**config.mk**
```make
export PLATFORM = sky130hd
export DESIGN_NAME = serializer_arb
export DESIGN_NICKNAME = d
export VERILOG_FILES = /design/src/rtl/serializer_arb.sv
export SDC_FILE = /design/constraint.sdc
export NUM_CORES = 1
export LEC_CHECK = 0
export CAP_MARGIN = 20
export CORE_MARGIN = 3
export CORE_UTILIZATION = 38
export CTS_BUF_LIST = sky130_fd_sc_hd__clkbuf_8
export CTS_CLUSTER_DIAMETER = 30
export CTS_CLUSTER_SIZE = 14
export DETAILED_ROUTE_END_ITERATION = 10
export PLACE_DENSITY = 0.81
export SYNTH_ARGS = -nofsm -noshare
export SYNTH_HDL_FRONTEND = slang
export SYNTH_SLANG_ARGS = --single-unit
```
**constraint.sdc**
```tcl
create_clock -name i_clk -period 1.9 [get_ports i_clk]
set_clock_uncertainty 0.2 [all_clocks]
set_input_delay 0.19 -clock i_clk [delete_from_list [all_inputs] [get_ports i_clk]]
set_output_delay 0.19 -clock i_clk [all_outputs]
set_load 0.005 [all_outputs]
```
**src/rtl/serializer_arb.sv**
```systemverilog
// Round-robin arbiter feeding a single serializer.
// One word in flight at a time: IDLE grants, LOAD strobes, WAIT tracks busy.
module serializer_arb #(
  parameter int DATA_WIDTH = 8,
  parameter int NUM_REQ    = 4
) (
  input  logic                          i_clk,
  input  logic                          i_rst,
  input  logic [NUM_REQ-1:0]            i_req_valid,
  input  logic [NUM_REQ*DATA_WIDTH-1:0] i_req_data,
  output logic [NUM_REQ-1:0]            o_req_ready,
  output logic                          o_ser_wen,
  output logic [DATA_WIDTH-1:0]         o_ser_data,
  input  logic                          i_ser_busy,
  output logic [$clog2(NUM_REQ)-1:0]    o_grant_id,
  output logic                          o_active,
  output logic                          o_err
);

  localparam int IW = $clog2(NUM_REQ);

  typedef enum logic [1:0] {
    S_IDLE,
    S_LOAD,
    S_WAIT
  } state_t;

  state_t state, state_nx;

  logic [IW-1:0]         last_grant;
  logic [IW-1:0]         grant_id;
  logic [IW-1:0]         winner;
  logic                  found;
  logic                  first_wait;
  logic                  err;
  logic                  take;
  logic                  err_set;
  logic                  wen;
  logic [NUM_REQ-1:0]    ready;
  logic [DATA_WIDTH-1:0] hold;
  logic [DATA_WIDTH-1:0] word;
  int                    base;

  // Search starts just past the last transferred requester and wraps.
  always_comb begin
    found  = 1'b0;
    winner = '0;
    base   = int'({{(32-IW){1'b0}}, last_grant});
    for (int k = 1; k <= NUM_REQ; k++) begin
      if (!found && i_req_valid[(base + k) % NUM_REQ]) begin
        found  = 1'b1;
        winner = IW'((base + k) % NUM_REQ);
      end
    end
  end

  always_comb begin
    word = '0;
    for (int n = 0; n < NUM_REQ; n++) begin
      if (winner == IW'(n)) begin
        word = i_req_data[n*DATA_WIDTH +: DATA_WIDTH];
      end
    end
  end

  always_comb begin
    state_nx = state;
    ready    = '0;
    wen      = 1'b0;
    take     = 1'b0;
    err_set  = 1'b0;
    unique case (state)
      S_IDLE: begin
        if (!i_ser_busy && found) begin
          ready    = NUM_REQ'(1) << winner;
          take     = 1'b1;
          state_nx = S_LOAD;
        end
      end
      S_LOAD: begin
        wen      = 1'b1;
        state_nx = S_WAIT;
      end
      S_WAIT: begin
        if (!i_ser_busy) begin
          err_set  = first_wait;
          state_nx = S_IDLE;
        end
      end
      default: state_nx = S_IDLE;
    endcase
  end

  always_ff @(posedge i_clk) begin
    if (i_rst) begin
      state      <= S_IDLE;
      last_grant <= IW'(NUM_REQ - 1);
      grant_id   <= '0;
      err        <= 1'b0;
      first_wait <= 1'b0;
    end else begin
      state      <= state_nx;
      first_wait <= (state == S_LOAD);
      if (take) begin
        last_grant <= winner;
        grant_id   <= winner;
      end
      if (err_set) begin
        err <= 1'b1;
      end
    end
  end

  always_ff @(posedge i_clk) begin
    if (take) begin
      hold <= word;
    end
  end

  // Reset kills any handshake or strobe in the same cycle.
  assign o_req_ready = i_rst ? '0 : ready;
  assign o_ser_wen   = wen & ~i_rst;
  assign o_ser_data  = hold;
  assign o_grant_id  = grant_id;
  assign o_active    = (state != S_IDLE);
  assign o_err       = err;

endmodule

```
Word level (Yosys, flattened, before mapping)
Index checks and enable logic that the tools add are counted.
{"block": "op_classes", "order_cmp": 4, "eq_ne": 7, "reduce_logical": 16, "add_sub_neg": 4, "bitwise_logic": 6, "shifts": 1, "mux": 35}
{"op": "2-to-1 mux 8 bit", "count": 4}
{"op": "2-to-1 mux 1 bit", "count": 17}
{"op": "< comparator 3 x 4 -> 1 bit, second input constant", "count": 4}
{"op": "2-to-1 mux 2 bit", "count": 6}
{"op": "2-to-1 mux 4 bit", "count": 3}
{"op": "binary-select mux 1 bit (select 2 bit)", "count": 4}
{"op": "OR reduction 2 bit", "count": 4}
{"op": "equality test 2 bit, second input constant", "count": 3}
{"op": "one-hot mux 2 bit (3 select lines)", "count": 1}
{"op": "adder 2 x 1 -> 2 bit, second input constant", "count": 2}
{"op": "adder 2 bit, second input constant", "count": 2}
{"op": "AND 1 bit, first input constant", "count": 4}
{"op": "equality test 2 x 1 -> 1 bit, second input constant", "count": 2}
{"op": "logical AND 1 bit", "count": 4}
{"op": "zero test 1 bit", "count": 4}
{"op": "zero test 2 bit", "count": 2}
{"op": "inequality test 2 bit, second input constant", "count": 2}
{"op": "<< shifter 1 x 2 -> 4 bit, first input constant", "count": 1}
{"op": "AND reduction 2 bit", "count": 1}
{"op": "nonzero test 2 bit", "count": 1}
{"op": "AND 1 bit", "count": 1}
{"op": "inverter 1 bit", "count": 1}
{"block": "totals", "out_inout_bits": 17, "wordCells": 79, "ff_bits": 16, "in_bits": 39}

Longest topological paths before layout
{"block": "depth", "depth_word": 21, "depth_mapped": 6}

Least setup slack after synthesis
No wires, ideal clock.
{"block": "synth_path", "path_type": "register to register", "startpoint": "register last_grant[0]", "endpoint": "register hold[6], in the netlist o_ser_data[6], data pin", "setup_slack_ps": 143, "path_stages_with_launch": 7, "required_time_ps": 1437, "t_arrival_ps": 1294, "setup_time_ps": 263, "path_cell_list": "dfxtp_1 -> nand2b_1 -> a311oi_1 -> buf_4 -> buf_12 -> mux2i_1 -> mux2i_1"}
{"block": "synth_between", "elab_chain_len": 19, "elab_cells_between_ends": 37, "cone_classes": "add/sub: 4; eq/ne: 3; mux: 23; reduce/logical: 7"}
{"item": "start: declaration", "line": "30", "rtl": "logic [IW-1:0] last_grant;"}
{"item": "start signal: assignment", "line": "97", "rtl": "last_grant <= IW'(NUM_REQ - 1);"}
{"item": "start signal: assignment", "line": "105", "rtl": "last_grant <= winner;"}
{"item": "adder 2 x 1 -> 2 bit", "line": "50, 52"}
{"item": "binary-select mux 1 bit (select 2 bit)", "line": "50", "rtl": "if (!found && i_req_valid[(base + k) % NUM_REQ]) begin"}
{"item": "2-to-1 mux 1 bit (not written as such) (2 in series)", "line": "50"}
{"item": "2-to-1 mux 1 bit", "line": "50"}
{"item": "zero test 1 bit", "line": "50"}
{"item": "logical AND 1 bit", "line": "50"}
{"item": "2-to-1 mux 1 bit", "line": "50"}
{"item": "zero test 1 bit", "line": "50"}
{"item": "logical AND 1 bit", "line": "50"}
{"item": "2-to-1 mux 1 bit", "line": "50"}
{"item": "zero test 1 bit", "line": "50"}
{"item": "logical AND 1 bit", "line": "50"}
{"item": "2-to-1 mux 2 bit (*)", "line": "50"}
{"item": "zero test 2 bit", "line": "60", "rtl": "if (winner == IW'(n)) begin"}
{"item": "2-to-1 mux 8 bit (3 in series)", "line": "60"}
{"item": "2-to-1 mux 8 bit (*)", "line": "60"}
{"item": "net word[6]", "line": "41", "rtl": "logic [DATA_WIDTH-1:0] word;"}
{"item": "end signal: assignment", "line": "116", "rtl": "hold <= word;"}
{"item": "end: declaration", "line": "40", "rtl": "logic [DATA_WIDTH-1:0] hold;"}
The timed path passes the listed nets; every way through them passes the cells marked *. The select of a mux whose other input is x is not followed.
A chain may end at the register's enable or synchronous reset.

Worst setup path after layout
{"block": "layout_path", "startpoint": "register last_grant[1]", "endpoint": "register hold[4], in the netlist o_ser_data[4], data pin"}
The elaborated chain is that of the path after synthesis.

==> impl_metrics.tcl <==
set metrics [dict create \
    cts_buffers 3 \
    rows 17 \
    drc_errors 0 \
    synth_nets 124 \
    grt_usage 0.193 \
    crit_required_ns 1.70 \
    nets 200 \
    multi_input_area_um2 541 \
    final_layout_size_suffix_gt1_frac 0.256 \
    final_cell_mix "clkdlybuf4s50_1 (47), mux2i_1 (23), buf_4 (15)" \
    post-route-min-period_ns 1.94 \
    min_from "o_grant_id[1]$_SDFFE_PP0P_" \
    fin_crit_sh 1.02 \
    crit_start "last_grant[1]$_SDFFE_PP1P_" \
    vdd_drop_max_mv 0.440 \
    nFillCells 158 \
    synth_seq_cells 16 \
    wire_per_inst_um 14.4 \
    cap_violations 0 \
    cp-end-kind "flip-flop" \
    tightestPinTransition_ns 0.380 \
    seq_area_um2 405 \
    cts_tree "built" \
    die-area_mm2 0.00301 \
    setup_viol 8 \
    seq_power_share 0.392 \
    routed_wl_um 2720 \
    start_kind "flip-flop" \
    min_path_type "reg -> reg" \
    die_h_um 54.8 \
    clk_latency_ns 0.25 \
    crit_fanout 6 \
    dr_total_vias 959 \
    p_sw_uw 282 \
    pin_count 56 \
    setup_ws_ns -0.0410 \
    drt_iter0_drc 12 \
    reg2reg_from "last_grant[1]$_SDFFE_PP1P_" \
    switching_share 0.262 \
    leakagePower_uw 0.000720 \
    power.internal_uw 794 \
    ff2ff_path_depth 5 \
    syn_area_um2 906 \
    syn2layout_area_growth_pct 90.1 \
    crit_type "reg -> reg" \
    routabilityCongestion 0.733 \
    grt_overflow 0 \
    hpwl_um 2010 \
    synth_cell_types 28 \
    root_buffer "clkbuf_8" \
    min_path_cells 2 \
    rsz0062_at_grt "true" \
    ant_nets 0 \
    violations "negative setup slack" \
    fmax_ghz 0.515 \
    ys_warn_count 0 \
    grt_pass1_vias 910 \
    p_comb_frac 0.368 \
    clock-sinks 16 \
    max_slew_margin 0.747 \
    firstDrtPassIters 4 \
    clk_pin_slew_worst_paths_ns 0.06 \
    cts_max_level 1 \
    hold_viol 0 \
    syn_inst 85 \
    p_clk_frac 0.239 \
    power.total_uw 1080 \
    grt_pass1_wl_um 4050 \
    crit_arrival_ns 1.74 \
    antenna_found_initial 0 \
    synth-seq-area-share 0.442 \
    grt_max_degree 13 \
    p_per_area_mw_per_mm2 625 \
    diodes 0 \
    start_util 0.406 \
    core-area_mm2 0.00223 \
    syn_avg_cell_area_um2 10.7 \
    drv_slew 0 \
    final_common_cell "clkdlybuf4s50_1" \
    outcome "complete, but fails checks" \
    cts_hold_buf 0 \
    io_buffers 55 \
    hold_slack_ns 0.270 \
    via_per_inst 5.10 \
    cts_buffer_depth 2 \
    fp.dieW_um 54.8 \
]
==> worst max-delay path, cell delays in order (launching register included) <==
cell      delay, ns
dfxtp_2        0.34
buf_4          0.14
a311oi_4       0.41
buf_2          0.30
mux2i_1        0.21
mux2i_1        0.09
==> flip-flops by register name, summed over array words and instances, names as in the netlist <==
register / count
first_wait: 1
o_ser_data: 8
last_grant: 2
o_grant_id: 2
o_err: 1
state: 2
==> power groups by stage <==
stage	combinational (uW)	clock (uW)	sequential [uW]
after floorplan	158	0	427
after global placement	351	0	425
after detailed placement	360	0	426
after CTS	382	258	421
after global routing	423	274	426
final	397	257	422
==> cells by family (layout without fill, tap and decap cells) <==
| group | after synthesis | count (layout) | synth area share |
|---|---|---|---|
| compound gates | 11 | 11 | 0.0829 |
| buf+inv | 6 | 81 | 0.0483 |
| flops | 16 | 16 | 0.442 |
| mux | 24 | 24 | 0.265 |
| simple gates | 28 | 28 | 0.162 |
==> synthesized netlist by cell type, drive strengths merged <==
| master | instances | area, um2 |
|---|---|---|
| a211o | 1 | 8.76 |
| a21oi | 4 | 20.0 |
| a311oi | 1 | 8.76 |
| a31oi | 1 | 6.26 |
| buf | 3 | 32.5 |
| clkbuf | 1 | 3.75 |
| dfxtp | 8 | 160 |
| edfxtp | 8 | 240 |
| inv | 2 | 7.50 |
| mux2i | 24 | 240 |
| nand2 | 4 | 15.0 |
| nand2b | 5 | 31.3 |
| nand3b | 1 | 7.51 |
| nor2 | 8 | 30.0 |
| nor2b | 2 | 12.5 |
| nor3 | 1 | 5.00 |
| nor3b | 1 | 7.51 |
| nor4 | 2 | 12.5 |
| o21ai | 1 | 5.00 |
| o21ba | 1 | 10.0 |
| o21bai | 1 | 7.51 |
| o31a | 1 | 8.76 |
| or2 | 2 | 12.5 |
| or3 | 2 | 12.5 |
==> final timing paths <==
kind	end	slack [ns]
setup / recovery	o_ser_data[4]$_DFFE_PP_	-0.04
hold reg to reg	o_grant_id[1]$_SDFFE_PP0P_	0.27
hold / removal	o_grant_id[1]$_SDFFE_PP0P_	0.27
setup reg to reg	o_ser_data[4]$_DFFE_PP_	-0.04
==> through the flow <==
stage,util,std cells,TNS [ns],cell area [um2],setup WS (ns)
2_1_floorplan,-,85,0,906,0.143
3_3_place_gp,0.713,180,-5.94,1590,-0.530
3_5_place_dp,0.713,180,-6.63,1590,-0.566
4_1_cts,0.757,186,-0.367,1690,-0.102
5_1_grt,0.771,188,-0.904,1720,-0.111
6_report,0.771,188,-0.161,1720,-0.0410
==> repair_timing <==
action / in CTS / in global routing
hold endpoints to repair: 0 / 0
pin swaps: 5 / 3
cloned: 0 / 1
resized for setup: 33 / 5
endpoints found under the setup margin: 13 / 12
setup buffers: 2 / 1
==> final cells by class <==
class | instances | area share
clock inverters | 1 | 0.00218
inverters | 2 | 0.00436
well taps | 28 | 0.0203
flip-flops and latches | 16 | 0.235
multi-input cells | 63 | 0.314
clock buffers | 3 | 0.0240
repair buffers | 75 | 0.400
==> routing by layer <==
metal  share of wire  wire length [um]  vias to the layer above  GRT usage
met3            0.11               295                        8     0.0708
met5               0                 0                        -          0
met2            0.48              1310                       52      0.321
met1            0.39              1050                      440      0.219
li1                -                 -                      459          -
met4           0.020                53                        0     0.0830
Note: power is estimated with default switching activity, not from simulation.
